`config.mk`:
```
export PLATFORM = sky130hd
export DESIGN_NAME = x3mult_bist_ctrl
export DESIGN_NICKNAME = d
export VERILOG_FILES = /design/src/rtl/x3mult_bist_ctrl_pkg.sv /design/src/rtl/x3mult_bist_ctrl_misr.sv /design/src/rtl/x3mult_bist_ctrl.sv
export SDC_FILE = /design/constraint.sdc
export NUM_CORES = 1
export LEC_CHECK = 0
export CAP_MARGIN = 20
export CELL_PAD_IN_SITES_DETAIL_PLACEMENT = 0
export CELL_PAD_IN_SITES_GLOBAL_PLACEMENT = 1
export CORE_ASPECT_RATIO = 0.75
export CORE_MARGIN = 2
export CORE_UTILIZATION = 34
export CTS_CLUSTER_DIAMETER = 30
export DETAILED_ROUTE_END_ITERATION = 16
export PLACE_DENSITY = 0.76
export SYNTH_ARGS = -nofsm -noshare
export SYNTH_HDL_FRONTEND = slang
export SYNTH_SLANG_ARGS = --single-unit
```
`constraint.sdc`:
```
create_clock -name clk -period 1.6 [get_ports clk]
set_clock_uncertainty 0.15 [all_clocks]
set_input_delay 0.32 -clock clk [delete_from_list [all_inputs] [get_ports clk]]
set_output_delay 0.32 -clock clk [all_outputs]
set_load 0.02 [all_outputs]
```
`src/rtl/x3mult_bist_ctrl_pkg.sv`:
```
// Shared definitions for the x3mult BIST controller: FSM states, pattern
// generator taps, MISR defaults and the pattern-step helper.
package bist_pkg;

   typedef enum logic [2:0] {
      ST_IDLE = 3'd0,
      ST_INIT = 3'd1,
      ST_RUN  = 3'd2,
      ST_COMP = 3'd3,
      ST_DONE = 3'd4
   } state_e;

   localparam int          CNT_W         = 8;
   localparam logic [2:0]  LFSR_TAP      = 3'b110;
   localparam logic [7:0]  DEF_MISR_POLY = 8'h1D;
   localparam logic [7:0]  DEF_MISR_SEED = 8'h00;

   // Shift left with feedback from the tapped bits; 000 is never reached from a nonzero seed.
   function automatic logic [2:0] lfsr_next(input logic [2:0] p);
      return {p[1:0], ^(p & LFSR_TAP)};
   endfunction

endpackage

```
`src/rtl/x3mult_bist_ctrl_misr.sv`:
```
// Galois multiple-input signature register compacting the CUT response.
module bist_misr #(
   parameter int               SIG_W = 8,
   parameter logic [SIG_W-1:0] POLY  = 8'h1D,
   parameter logic [SIG_W-1:0] SEED  = 8'h00,
   parameter int               IN_W  = 3
) (
   input  logic             clk,
   input  logic             rst_n,
   input  logic             clr_i,
   input  logic             load_i,
   input  logic             shift_i,
   input  logic [IN_W-1:0]  data_i,
   output logic [SIG_W-1:0] sig_o
);

   logic [SIG_W-1:0] sig_q;
   logic [SIG_W-1:0] sig_d;

   function automatic logic [SIG_W-1:0] misr_step(input logic [SIG_W-1:0] m,
                                                  input logic [IN_W-1:0]  d);
      logic [SIG_W-1:0] fb;
      fb = m[SIG_W-1] ? POLY : {SIG_W{1'b0}};
      return {m[SIG_W-2:0], 1'b0} ^ fb ^ {{(SIG_W-IN_W){1'b0}}, d};
   endfunction

   // Next signature: clear beats load beats shift.
   always_comb begin
      sig_d = sig_q;
      if (clr_i) begin
         sig_d = {SIG_W{1'b0}};
      end else if (load_i) begin
         sig_d = SEED;
      end else if (shift_i) begin
         sig_d = misr_step(sig_q, data_i);
      end else begin
         sig_d = sig_q;
      end
   end

   // Signature register.
   always_ff @(posedge clk or negedge rst_n) begin
      if (!rst_n) begin
         sig_q <= {SIG_W{1'b0}};
      end else begin
         sig_q <= sig_d;
      end
   end

   assign sig_o = sig_q;

endmodule

```
`src/rtl/x3mult_bist_ctrl.sv`:
```
// BIST controller for the x3mult CUT: pattern generation, run sequencing,
// signature compaction and golden-signature compare.
module x3mult_bist_ctrl
   import bist_pkg::*;
#(
   parameter int               NPAT      = 8,
   parameter logic [2:0]       SEED      = 3'b001,
   parameter int               SIG_W     = 8,
   parameter logic [SIG_W-1:0] MISR_POLY = SIG_W'(DEF_MISR_POLY),
   parameter logic [SIG_W-1:0] MISR_SEED = SIG_W'(DEF_MISR_SEED)
) (
   input  logic             clk,
   input  logic             rst_n,
   input  logic             start,
   input  logic             abort,
   input  logic             mode,
   input  logic [SIG_W-1:0] golden_sig,
   input  logic [2:0]       cut_out,
   output logic [2:0]       cut_in,
   output logic             test_mode,
   output logic             busy,
   output logic             done,
   output logic             pass,
   output logic [SIG_W-1:0] signature
);

   localparam logic [2:0]       SEED_EFF = (SEED == 3'b000) ? 3'b001 : SEED;
   localparam logic [CNT_W-1:0] LAST_CNT = CNT_W'(NPAT - 1);

   state_e           state_q, state_d;
   logic [2:0]       cut_in_q, cut_in_d;
   logic [CNT_W-1:0] cnt_q, cnt_d;
   logic             mode_q, mode_d;
   logic             pass_q, pass_d;
   logic             busy_q, busy_d;
   logic             done_q, done_d;
   logic             misr_clr_s, misr_load_s, misr_shift_s;
   logic [SIG_W-1:0] sig_s;

   // Next-state and datapath control; abort overrides every state.
   always_comb begin
      state_d      = state_q;
      cut_in_d     = cut_in_q;
      cnt_d        = cnt_q;
      mode_d       = mode_q;
      pass_d       = pass_q;
      misr_clr_s   = 1'b0;
      misr_load_s  = 1'b0;
      misr_shift_s = 1'b0;
      if (abort) begin
         state_d    = ST_IDLE;
         cut_in_d   = 3'b000;
         cnt_d      = {CNT_W{1'b0}};
         mode_d     = 1'b0;
         pass_d     = 1'b0;
         misr_clr_s = 1'b1;
      end else begin
         case (state_q)
            ST_IDLE: begin
               if (start) state_d = ST_INIT;
               else       state_d = ST_IDLE;
            end
            ST_INIT: begin
               mode_d      = mode;
               cut_in_d    = mode ? 3'b000 : SEED_EFF;
               cnt_d       = {CNT_W{1'b0}};
               misr_load_s = 1'b1;
               state_d     = ST_RUN;
            end
            ST_RUN: begin
               misr_shift_s = 1'b1;
               cut_in_d     = mode_q ? (cut_in_q + 3'd1) : lfsr_next(cut_in_q);
               cnt_d        = cnt_q + {{(CNT_W-1){1'b0}}, 1'b1};
               if (cnt_q == LAST_CNT) state_d = ST_COMP;
               else                   state_d = ST_RUN;
            end
            ST_COMP: begin
               pass_d  = (sig_s == golden_sig);
               state_d = ST_DONE;
            end
            ST_DONE: begin
               if (start) begin
                  state_d = ST_INIT;
                  pass_d  = 1'b0;
               end else begin
                  state_d = ST_DONE;
               end
            end
            default: state_d = ST_IDLE;
         endcase
      end
      busy_d = (state_d == ST_INIT) || (state_d == ST_RUN) || (state_d == ST_COMP);
      done_d = (state_d == ST_DONE);
   end

   // State and output registers.
   always_ff @(posedge clk or negedge rst_n) begin
      if (!rst_n) begin
         state_q  <= ST_IDLE;
         cut_in_q <= 3'b000;
         cnt_q    <= {CNT_W{1'b0}};
         mode_q   <= 1'b0;
         pass_q   <= 1'b0;
         busy_q   <= 1'b0;
         done_q   <= 1'b0;
      end else begin
         state_q  <= state_d;
         cut_in_q <= cut_in_d;
         cnt_q    <= cnt_d;
         mode_q   <= mode_d;
         pass_q   <= pass_d;
         busy_q   <= busy_d;
         done_q   <= done_d;
      end
   end

   bist_misr #(
      .SIG_W (SIG_W),
      .POLY  (MISR_POLY),
      .SEED  (MISR_SEED),
      .IN_W  (3)
   ) u_misr (
      .clk     (clk),
      .rst_n   (rst_n),
      .clr_i   (misr_clr_s),
      .load_i  (misr_load_s),
      .shift_i (misr_shift_s),
      .data_i  (cut_out),
      .sig_o   (sig_s)
   );

   assign cut_in    = cut_in_q;
   assign busy      = busy_q;
   assign test_mode = busy_q;
   assign done      = done_q;
   assign pass      = pass_q;
   assign signature = sig_s;

endmodule

```
==> impl_metrics.csv <==
group,metric,value,unit
sta,total_setup_violations_reported_at_the_end_of_the_flow,0,
worst_hold_path,class_of_the_most_critical_hold_timing_path,"in2async",
die,fp.dieArea,4680,µm²
logic_synthesis,post_synth_inst_count,147,
logic_synthesis,synth.cell_area,1410,µm²
routing,average_via_count_per_standard_cell,4.83,
clock_network,clkTransAtPathRegs,0.09,ns
run_status,status,"completed",
critical_path,critPathArrivalTime,1.59,ns
global_route,grt_max_degree,27,
routing,route.layer.met1.wl,1560,µm
final_layout,number_of_diodes,0,
critical_path,required,1.64,ns
critical_path,path_delay_family,"simple AND/OR/NAND/NOR gates",
global_route,grt_overflow_total,0,
die,die_x,78.3,µm
sta,layout_worst_path_cycle_share,96.8,%
critical_path,cp_cell_sequence,"or4b_4 > buf_6 > o21ai_1",
clock_network,clkLatencyLatePin,0.27,ns
routing,route.met3.wl,167,µm
final_layout,syn2layout_area_growth,38.9,%
die,die_h,59.7,µm
flow_run,maxCapViolations,0,
logic_synthesis,syn_area_per_cell,9.58,µm²
die,core.rowCount,20,
logic_synthesis,synthXorXnorAreaFrac,12.4,%
final_layout,post_route_cells_drive_above_1_share,18.6,%
sta,max_slew_margin,78.1,%
power,cellLeakagePower,0.893,nW
sta,grt_setup_unrepaired,"yes",
logic_synthesis,synth_fp_nets,165,
clock_network,ctsHoldBuffers,0,
logic_synthesis,synth.ff_latch_count,26,
clock_network,htree_num_levels,1,
sta,fin_hold_ws,0.263,ns
placed_design,pre_cts_slack,-0.354,ns
routing,firstDrtPassIters,4,
sta,timing_hold_violations_final,0,
global_route,total_routing_resource_utilization_after_global_routing,14.7,%
routing,maxUsedRoutingLayer,"met4",
routing,drcViolationCount,0,
clock_network,ctsRootBufferMaster,"sky130_fd_sc_hd__clkbuf_8",
logic_synthesis,synth_top_family_by_area,"simple AND/OR/NAND/NOR gates",
routing,route.final.wire_length,3150,µm
logic_synthesis,synth_seq_area_share,46.2,%
sta,layout_setup_ws,0.0511,ns
logic_synthesis,synth-compound-area-share,14.2,%
global_route,antenna_found_initial,0,
routing,detailroute.wirelength.met2,1400,µm
die,fp.coreArea,4000,µm²
logic_synthesis,synth.mux.area_fraction,2.84,%
routing,wl_per_cell,12.4,µm
critical_path,cp_max_fo,7,
final_layout,final_common_cell,"sky130_fd_sc_hd__buf_4",
placed_design,place.detailed.hpwl,2370,µm
critical_path,critical_path_buf_inv_count,1,
critical_path,critPathLaunchType,"register",
sta,worstMarginPinSlew,0.329,ns
clock_network,cts-buffers-inserted,3,
routing,route.antenna.remaining_nets,0,
routing,route.vias.total,1227,
critical_path,critical_path.max_stage_delay,0.56,ns
power,power_density,702,nW/µm²
critical_path,worstSetupPathType,"reg2reg",
logic_synthesis,synth-warning-count,0,
power,worst_ir_drop_vdd,0.354,mV
sta,timing_max_transition_violations_final,0,
logic_synthesis,synthAdderAreaFrac,1.78,%
clock_network,cts.sinks,26,
global_route,grt_pass1_vias,1202,
critical_path,crit_path_end_kind,"register",
final_layout,commonest_cells_after_routing_fill_and_taps_aside,"sky130_fd_sc_hd__buf_4 (26), sky130_fd_sc_hd__dfrtp_1 (24), sky130_fd_sc_hd__nand2_1 (18)",
logic_synthesis,yosys.area_share.simple,17.7,%
global_route,grt_first_pass_wirelength,5410,µm
sta,finalCriticalPeriod,1.55,ns
placed_design,routabilityCongestion,0.880,
die,io_pins,31,
die,floorplan.initialDensity,35.2,%
clock_network,ctsLongestPathBuffers,2,
logic_synthesis,netlist-cell-type-count,33,
routing,detail_route.iter0.violations,78,
critical_path,timing.critical_path.slowest_stage_cell,"sky130_fd_sc_hd__or4b_4",
placed_design,buffer_ports.inserted,30,
clock_network,tritoncts_clock_tree,"yes",
final_layout,final_net_count,219,
sta,max_freq,646,MHz
-- final cells by class --
class,instances,area (µm²)
fillers,390,2050
multi-input cells,110,694
flip-flops and latches,26,653
repair buffers,57,487
well taps,55,68.8
clock buffers,3,41.3
inverters,3,11.3
-- cells in the mapped netlist, drive strengths merged --
| cell | number | share of area, % |
|---|---|---|
| and2 | 1 | 0.44 |
| o2111ai | 1 | 0.62 |
| dfrtp | 26 | 46 |
| a221oi | 1 | 0.62 |
| or3 | 1 | 0.44 |
| or4b | 1 | 0.98 |
| xor2 | 4 | 2.5 |
| a211oi | 2 | 1.1 |
| xnor2 | 16 | 10 |
| mux2i | 4 | 2.8 |
| ha | 2 | 1.8 |
| a32o | 1 | 0.71 |
| nor2 | 15 | 4.5 |
| o21a | 1 | 0.53 |
| a21oi | 4 | 1.4 |
| nand2 | 18 | 4.8 |
| a22o | 2 | 1.2 |
| clkbuf | 1 | 0.27 |
| o21bai | 1 | 0.53 |
| nor3 | 4 | 1.4 |
| inv | 3 | 0.80 |
| nand2b | 4 | 1.8 |
| nand4 | 4 | 1.8 |
| nand3 | 3 | 1.1 |
| buf | 7 | 3.7 |
| o31ai | 2 | 1.4 |
| nor2b | 1 | 0.44 |
| o21ai | 17 | 6.0 |
-- power breakdown --
| part | switching, W | internal, W |
|---|---|---|
| Sequential | 0.0000205 | 0.000679 |
| Combinational | 0.000152 | 0.000154 |
| Clock | 0.000198 | 0.000169 |
| Total | 0.000371 | 0.00100 |
-- metal layers --
metal / vias to the layer above / GRT usage (%)
met3: 4 / 4.23
li1: 615 / -
met2: 37 / 25.9
met4: 0 / 1.00
met1: 571 / 19.3
met5: - / 0
-- stage by stage --
stage,utilization (%),setup TNS [ns],power [W],area [µm²],instances
after global placement,47.5,-3.57,0.00102,1900,248
after detailed placement,47.5,-4.24,0.00102,1900,248
final,48.8,0,0.00137,1960,254
after global routing,48.8,-0.00199,0.00144,1960,254
after CTS,48.7,0,0.00138,1950,254
after floorplan,-,0,0.000872,1410,147
-- worst paths after layout --
kind                       depth (start not counted)        from         endpoint  slack, ns
min in group clk                                   1    cnt_q[2]         cnt_q[2]       0.35
hold / removal                                     2       rst_n  u_misr.sig_o[3]       0.26
max in group asynchronous                          2       rst_n       state_q[0]       0.77
hold reg to reg                                    1    cnt_q[2]         cnt_q[2]       0.35
setup / recovery                                   3  state_q[0]         cnt_q[4]       0.05
setup reg to reg                                   3  state_q[0]         cnt_q[4]       0.05
-- flip-flops by register name (all words and copies together) (netlist names) --
name and count:
pass 1, u_misr.sig_o 8, done 1, mode_q 1, busy 1, cut_in 3, cnt_q 8, state_q 3
-- repair_timing --
action                     CTS  global route
buffers inserted             3             0
setup endpoints to repair   24            12
pin swaps                    1             1
cloned                       0             0
gates resized for setup     19             2
-- logic make-up (layout without fill, tap and decap cells) --
group | count (synthesis) | count (layout)
AND/OR/NAND/NOR | 52 | 52
adder cells (fa/ha/maj) | 2 | 2
flip-flops | 26 | 26
multiplexers | 4 | 4
AO/OA/AOI/OAI | 32 | 32
XOR/XNOR | 20 | 20
buffers and inverters | 11 | 63
No activity file was read; power rests on OpenSTA's default activity.
